$ cat src/rtl/traffic_ctrl_n_if.sv
// traffic_ctrl_n_if: sensor and light bundle between a traffic_ctrl_n
// controller (master) and its environment (slave).
// Optional macro TRAFFIC_PREEMPT_EN adds the emergency preemption pair.
interface traffic_ctrl_n_if #(
    parameter int NUM_DIR = 4,
    parameter int IW      = (NUM_DIR <= 2) ? 1 : $clog2(NUM_DIR)
);
    logic [NUM_DIR-1:0]   t;
    logic [2*NUM_DIR-1:0] lights;
    logic [IW-1:0]        green_idx;
    logic                 phase_start;
`ifdef TRAFFIC_PREEMPT_EN
    logic                 emerg;
    logic [IW-1:0]        emerg_dir;
`endif

    modport master (
        input  t,
`ifdef TRAFFIC_PREEMPT_EN
        input  emerg,
        input  emerg_dir,
`endif
        output lights,
        output green_idx,
        output phase_start
    );

    modport slave (
        output t,
`ifdef TRAFFIC_PREEMPT_EN
        output emerg,
        output emerg_dir,
`endif
        input  lights,
        input  green_idx,
        input  phase_start
    );
endinterface

$ cat src/rtl/traffic_ctrl_n.sv
// traffic_ctrl_n: round-robin N-direction traffic light controller with
// minimum/maximum green, yellow and all-red dwell times.
// Optional macro TRAFFIC_PREEMPT_EN enables emergency preemption
// (bus.emerg / bus.emerg_dir).
//
// state    | meaning
// ---------+----------------------------------------------------------
// S_GREEN  | green_idx shows green, sensors sampled for demand
// S_YELLOW | green_idx shows yellow for YELLOW_CYCLES cycles
// S_ALLRED | every direction red for ALLRED_CYCLES cycles (skipped if 0)
module traffic_ctrl_n #(
    parameter int NUM_DIR       = 4,
    parameter int GREEN_MIN     = 4,
    parameter int GREEN_MAX     = 10,
    parameter int YELLOW_CYCLES = 2,
    parameter int ALLRED_CYCLES = 1
) (
    input  logic              clk,
    input  logic              rst,
    traffic_ctrl_n_if.master  bus
);
    localparam int IW   = (NUM_DIR <= 2) ? 1 : $clog2(NUM_DIR);
    localparam int MAXA = (GREEN_MAX > YELLOW_CYCLES) ? GREEN_MAX : YELLOW_CYCLES;
    localparam int MAXV = (MAXA > ALLRED_CYCLES) ? MAXA : ALLRED_CYCLES;
    localparam int CW   = $clog2(MAXV + 1);

    localparam logic [1:0] S_GREEN  = 2'd0;
    localparam logic [1:0] S_YELLOW = 2'd1;
    localparam logic [1:0] S_ALLRED = 2'd2;

    localparam logic [1:0] L_GREEN  = 2'b00;
    localparam logic [1:0] L_YELLOW = 2'b01;
    localparam logic [1:0] L_RED    = 2'b10;

    localparam logic [2*NUM_DIR-1:0] RST_LIGHTS = {{(NUM_DIR-1){L_RED}}, L_GREEN};

    logic [1:0]           state_q, state_d;
    logic [CW-1:0]        cnt_q, cnt_d;
    logic [IW-1:0]        green_idx_q, green_idx_d;
    logic [IW-1:0]        next_idx_q, next_idx_d;
    logic                 phase_start_q, phase_start_d;
    logic [2*NUM_DIR-1:0] lights_q, lights_d;

    logic [IW-1:0]        rr_idx;
    logic                 other;
    logic                 own_car;
    logic                 em_hold;
    logic                 em_go;

    // Find the first waiting direction after the owner, wrapping around.
    always_comb begin
        rr_idx  = green_idx_q;
        other   = 1'b0;
        own_car = bus.t[green_idx_q];
        for (int i = NUM_DIR - 1; i >= 1; i--) begin
            if (bus.t[(int'(green_idx_q) + i) % NUM_DIR]) begin
                rr_idx = IW'((int'(green_idx_q) + i) % NUM_DIR);
                other  = 1'b1;
            end
        end
    end

    // Emergency qualifiers: hold the current green or force it to end.
    always_comb begin
`ifdef TRAFFIC_PREEMPT_EN
        em_hold = bus.emerg && (bus.emerg_dir == green_idx_q);
        em_go   = bus.emerg && (bus.emerg_dir != green_idx_q);
`else
        em_hold = 1'b0;
        em_go   = 1'b0;
`endif
    end

    // Phase sequencing and dwell timing.
    always_comb begin
        state_d     = state_q;
        cnt_d       = cnt_q;
        green_idx_d = green_idx_q;
        next_idx_d  = next_idx_q;
        case (state_q)
            S_GREEN: begin
                if (em_go) begin
                    state_d = S_YELLOW;
                    cnt_d   = '0;
`ifdef TRAFFIC_PREEMPT_EN
                    next_idx_d = bus.emerg_dir;
`endif
                end else if (!em_hold && other &&
                             ((cnt_q >= CW'(GREEN_MIN - 1) && !own_car) ||
                              cnt_q == CW'(GREEN_MAX - 1))) begin
                    state_d    = S_YELLOW;
                    cnt_d      = '0;
                    next_idx_d = rr_idx;
                end else if (cnt_q < CW'(GREEN_MAX - 1)) begin
                    cnt_d = cnt_q + 1'b1;
                end
            end
            S_YELLOW: begin
`ifdef TRAFFIC_PREEMPT_EN
                if (bus.emerg) next_idx_d = bus.emerg_dir;
`endif
                if (cnt_q == CW'(YELLOW_CYCLES - 1)) begin
                    cnt_d = '0;
                    if (ALLRED_CYCLES > 0) begin
                        state_d = S_ALLRED;
                    end else begin
                        state_d     = S_GREEN;
                        green_idx_d = next_idx_d;
                    end
                end else begin
                    cnt_d = cnt_q + 1'b1;
                end
            end
            S_ALLRED: begin
`ifdef TRAFFIC_PREEMPT_EN
                if (bus.emerg) next_idx_d = bus.emerg_dir;
`endif
                if (cnt_q == CW'(ALLRED_CYCLES - 1)) begin
                    cnt_d       = '0;
                    state_d     = S_GREEN;
                    green_idx_d = next_idx_d;
                end else begin
                    cnt_d = cnt_q + 1'b1;
                end
            end
            default: begin
                state_d = S_GREEN;
                cnt_d   = '0;
            end
        endcase
    end

    // Registered Moore outputs derived from the next state.
    always_comb begin
        phase_start_d = (state_d == S_GREEN) && (state_q != S_GREEN);
        lights_d      = {NUM_DIR{L_RED}};
        if (state_d == S_GREEN) begin
            lights_d[2*int'(green_idx_d) +: 2] = L_GREEN;
        end else if (state_d == S_YELLOW) begin
            lights_d[2*int'(green_idx_d) +: 2] = L_YELLOW;
        end
    end

    // State registers with synchronous reset.
    always_ff @(posedge clk) begin
        if (rst) begin
            state_q       <= S_GREEN;
            cnt_q         <= '0;
            green_idx_q   <= '0;
            next_idx_q    <= '0;
            phase_start_q <= 1'b0;
            lights_q      <= RST_LIGHTS;
        end else begin
            state_q       <= state_d;
            cnt_q         <= cnt_d;
            green_idx_q   <= green_idx_d;
            next_idx_q    <= next_idx_d;
            phase_start_q <= phase_start_d;
            lights_q      <= lights_d;
        end
    end

    assign bus.lights      = lights_q;
    assign bus.green_idx   = green_idx_q;
    assign bus.phase_start = phase_start_q;
endmodule

$ cat src/flat_wrapper.sv
// flat-port wrapper written by rule: the top's interface ports become plain ports
module traffic_ctrl_n_flat 
#(
    parameter int NUM_DIR       = 4,
    parameter int GREEN_MIN     = 4,
    parameter int GREEN_MAX     = 10,
    parameter int YELLOW_CYCLES = 2,
    parameter int ALLRED_CYCLES = 1
)
  (clk, rst, bus_t, bus_lights, bus_green_idx, bus_phase_start);
  traffic_ctrl_n_if #(.NUM_DIR(NUM_DIR)) bus_i ();
  input  logic clk;
  input  logic rst;
  input wire logic [$bits(bus_i.t)-1:0] bus_t;
  output wire logic [$bits(bus_i.lights)-1:0] bus_lights;
  output wire logic [$bits(bus_i.green_idx)-1:0] bus_green_idx;
  output wire logic [$bits(bus_i.phase_start)-1:0] bus_phase_start;
  assign bus_i.t = bus_t;
  assign bus_lights = bus_i.lights;
  assign bus_green_idx = bus_i.green_idx;
  assign bus_phase_start = bus_i.phase_start;
  traffic_ctrl_n #(.NUM_DIR(NUM_DIR), .GREEN_MIN(GREEN_MIN), .GREEN_MAX(GREEN_MAX), .YELLOW_CYCLES(YELLOW_CYCLES), .ALLRED_CYCLES(ALLRED_CYCLES)) u_core (.clk(clk), .rst(rst), .bus(bus_i));
endmodule
$ cat config.mk
export PLATFORM = sky130hd
export DESIGN_NAME = traffic_ctrl_n_flat
export DESIGN_NICKNAME = d
export VERILOG_FILES = /design/src/rtl/traffic_ctrl_n_if.sv /design/src/rtl/traffic_ctrl_n.sv /design/src/flat_wrapper.sv
export SDC_FILE = /design/constraint.sdc
export NUM_CORES = 1
export LEC_CHECK = 0
export CAP_MARGIN = 30
export CORE_MARGIN = 2
export CORE_UTILIZATION = 30
export DETAILED_ROUTE_END_ITERATION = 8
export DONT_BUFFER_PORTS = 1
export GPL_TIMING_DRIVEN = 0
export PLACE_DENSITY = 0.53
export SYNTH_ARGS = -nofsm -noshare
export SYNTH_HDL_FRONTEND = slang
export SYNTH_SLANG_ARGS = --single-unit
$ cat constraint.sdc
create_clock -name clk -period 1.8 [get_ports clk]
set_input_delay 0.09 -clock clk [delete_from_list [all_inputs] [get_ports clk]]
set_output_delay 0.09 -clock clk [all_outputs]
set_load 0.1 [all_outputs]
==> run_results.csv <==
group,metric,value,unit
status,status,"finished with violations",
status,violations,"negative setup slack",
critical_path,crit_fanout,5,
route,drt_iter0_markers,37,
power,intPower,622.5,µW
route,via_per_inst,4.828,
route,routed_wl,2.127,mm
power,clkPwrFrac,0.237,
clocking,root_buffer,"clkbuf_4",
critical_path,cp-start-kind,"register",
placed_design,dp_hpwl,1.410,mm
critical_path,cp.required,2020,ps
global_route,gr-total-overflow,0,
global_route,grt_max_degree,12,
power,cellPowerDensity,715.4,nW/µm²
synth,yosysWarnings,0,
critical_path,worstPathArrival,2200,ps
synth,synth.distinct_cells,39,
timing,finClkSkew,4.566,ps
job,max_cap_viol_count,0,
global_route,antenna_found_initial,0,
placed_design,dpl-instance-area,1092,µm²
clocking,cts_tree,"built",
power,ir_drop,0.4856,mV
critical_path,end_kind,"register",
layout,finalNetCount,128,
timing,max_freq,504.5,MHz
synth,netlist_instances,106,
layout,areaGrowthSynthToFinish,26.16,%
placed_design,io_buffers,0,
power,p_leak,0.0004546,µW
clocking,worstSkewPairLatency,290,ps
timing,slew_viol_final,0,
critical_path,cp_slowest_cell,"mux4_2",
timing,whs,30.09,ps
power,comb_power_share,0.243,
synth,ys.flop_type,"dfxtp_1",
floorplanning,num_io_pins,17,
global_route,grt_usage,0.1187,
clocking,clockBufferDepth,2,
route,antenna_left,0,
synth,ys_ff_latch,19,
synth,syn-cell-area,1023,µm²
clocking,clkTransAtPathRegs,110,ps
floorplanning,core_area,3311,µm²
timing,rsz0062_at_grt,"yes",
timing,max_slew_margin,0.3724,
timing,finalHoldViolations,0,
placed_design,routabilityCongestion,0.7729,
power,net-switching-power,301.3,µW
critical_path,crit_chain,"mux4_2, o21ai_4, a41oi_2, or2_4, nor4b_4",
power,p_seq_frac,0.520,
power,power,923.8,µW
clocking,clkSinkCount,19,
critical_path,path_buf_inv,0,
floorplanning,start_util,0.3091,
layout,final_layout_size_suffix_gt1_frac,0.3333,
layout,num_antenna_cells,0,
route,drt-pass1-iter-count,4,
critical_path,critical_path_class,"register to register",
critical_path,crit_path_max_incr_delay,600,ps
synth,synth_area_per_cell,9.655,µm²
layout,design_area,1291,µm²
route,drc,0,
route,avgRoutedWirePerCell,13.05,µm
synth,synth-edff-count,0,
timing,setup-violations-final,14,
power,switching_share,0.3261,
timing,worst_pin_slew,940.2,ps
critical_path,crit_family,"multiplexers",
clocking,htreeDepth,1,
floorplanning,die_w,62.41,µm
global_route,grt_pass1_vias,785,
timing,setup_ws,-182.2,ps
timing,fin_crit,1982,ps
synth,synth_nets,116,
timing,fin_crit_sh,1.101,
floorplanning,die_h,62.41,µm
synth,ys_seq_area_frac,0.3716,
clocking,numCtsBuffers,3,
hold_path,min_path_type,"input pin to register",
route,via_count,787,
synth,synthArstFlopShare,0,
floorplanning,fp-row-count,21,
floorplanning,die-area,3895,µm²
layout,final_util,0.3900,
global_route,grt_pass1_wl,3.760,mm
[flip-flops by register name (all words and copies together) (netlist names)]
signal / count
u_core.state_q: 2
u_core.bus.lights: 8
u_core.bus.green_idx: 2
u_core.next_idx_q: 2
u_core.bus.phase_start: 1
u_core.cnt_q: 4
[power groups by stage]
stage          Clock (µW)  Sequential, µW  Combinational [µW]
6_report              219             481                 224
5_1_grt               246             485                 251
4_1_cts               233             480                 208
3_5_place_dp            0             487                 161
3_3_place_gp            0             487                 160
2_1_floorplan           0             484                 134
[per-stage QoR]
stage	cells	setup TNS, ps	setup WS, ps
floorplan	106	-210.0	-59.93
global placement	152	-1441	-196.7
detailed placement	152	-1444	-228.5
CTS	161	-1197	-205.2
global route	163	-2470	-276.7
finish	163	-1250	-182.2
[final cells by class]
| cell class | count | area (µm²) |
|---|---|---|
| repair buffers | 7 | 62.56 |
| clock inverters | 1 | 5.005 |
| flip-flops and latches | 19 | 389.1 |
| clock buffers | 3 | 22.52 |
| well taps | 46 | 57.56 |
| multi-input cells | 77 | 694.4 |
| fillers | 359 | 2019 |
| plain buffers | 4 | 37.54 |
| inverters | 6 | 22.52 |
[what timing repair did]
item	in CTS	in global routing
hold buffers	1	0
endpoints found under the setup margin	12	14
buffers inserted	4	2
resized for setup	15	7
pin swaps	5	1
endpoints found under the hold margin	3	0
[cells in the mapped netlist, drive strengths merged (3+ instances only)]
cell	number	area share
or3	3	0.018
or3b	3	0.026
inv	6	0.022
mux2i	5	0.065
nand2	4	0.015
a21oi	6	0.029
nand2b	4	0.024
o21ai	3	0.018
nand3	6	0.034
nor2	12	0.044
dfxtp	19	0.37
ha	4	0.049
buf	3	0.029
nor3b	5	0.042
[path summary, 6_finish.rpt]
kind,startpoint,end,slack [ps],cells after the start
max,u_core.bus.green_idx[1],u_core.bus.lights[2],-180,5
min,rst,u_core.bus.lights[2],30,2
max reg2reg,u_core.bus.green_idx[1],u_core.bus.lights[2],-180,5
min reg2reg,u_core.cnt_q[0],u_core.cnt_q[0],490,1
[cells in the final DEF, fill, tap and decap left out, types with 4 or more instances in the layout]
cell | netlist | routed
dfxtp_1 | 19 | 16
inv_1 | 6 | 5
buf_4 | 1 | 4
buf_6 | 2 | 5
ha_1 | 4 | 4
nor2_1 | 12 | 10
nor3b_1 | 4 | 4
nand2_1 | 4 | 4
a21oi_1 | 6 | 5
[metal layers]
layer  up-vias  wire (µm)  global-route usage
met5         -          0                   0
met4         0          6            0.008333
met3         2         81             0.04324
met2        13        965              0.1976
met1       364       1074              0.1544
li1        408          -                   -
[cell families (layout without fill, tap and decap cells)]
logic type	Yosys count	in the layout	synth area share
AOI/OAI and AO/OA	20	20	0.1418
xor gates and xnor gates	1	1	0.008559
DFF	19	19	0.3716
and+or+nand+nor	46	46	0.2873
buffers and inverters	10	21	0.05501
adders and majority gates	4	4	0.04890
muxes	6	6	0.08679
No activity file was read; power rests on OpenSTA's default activity.
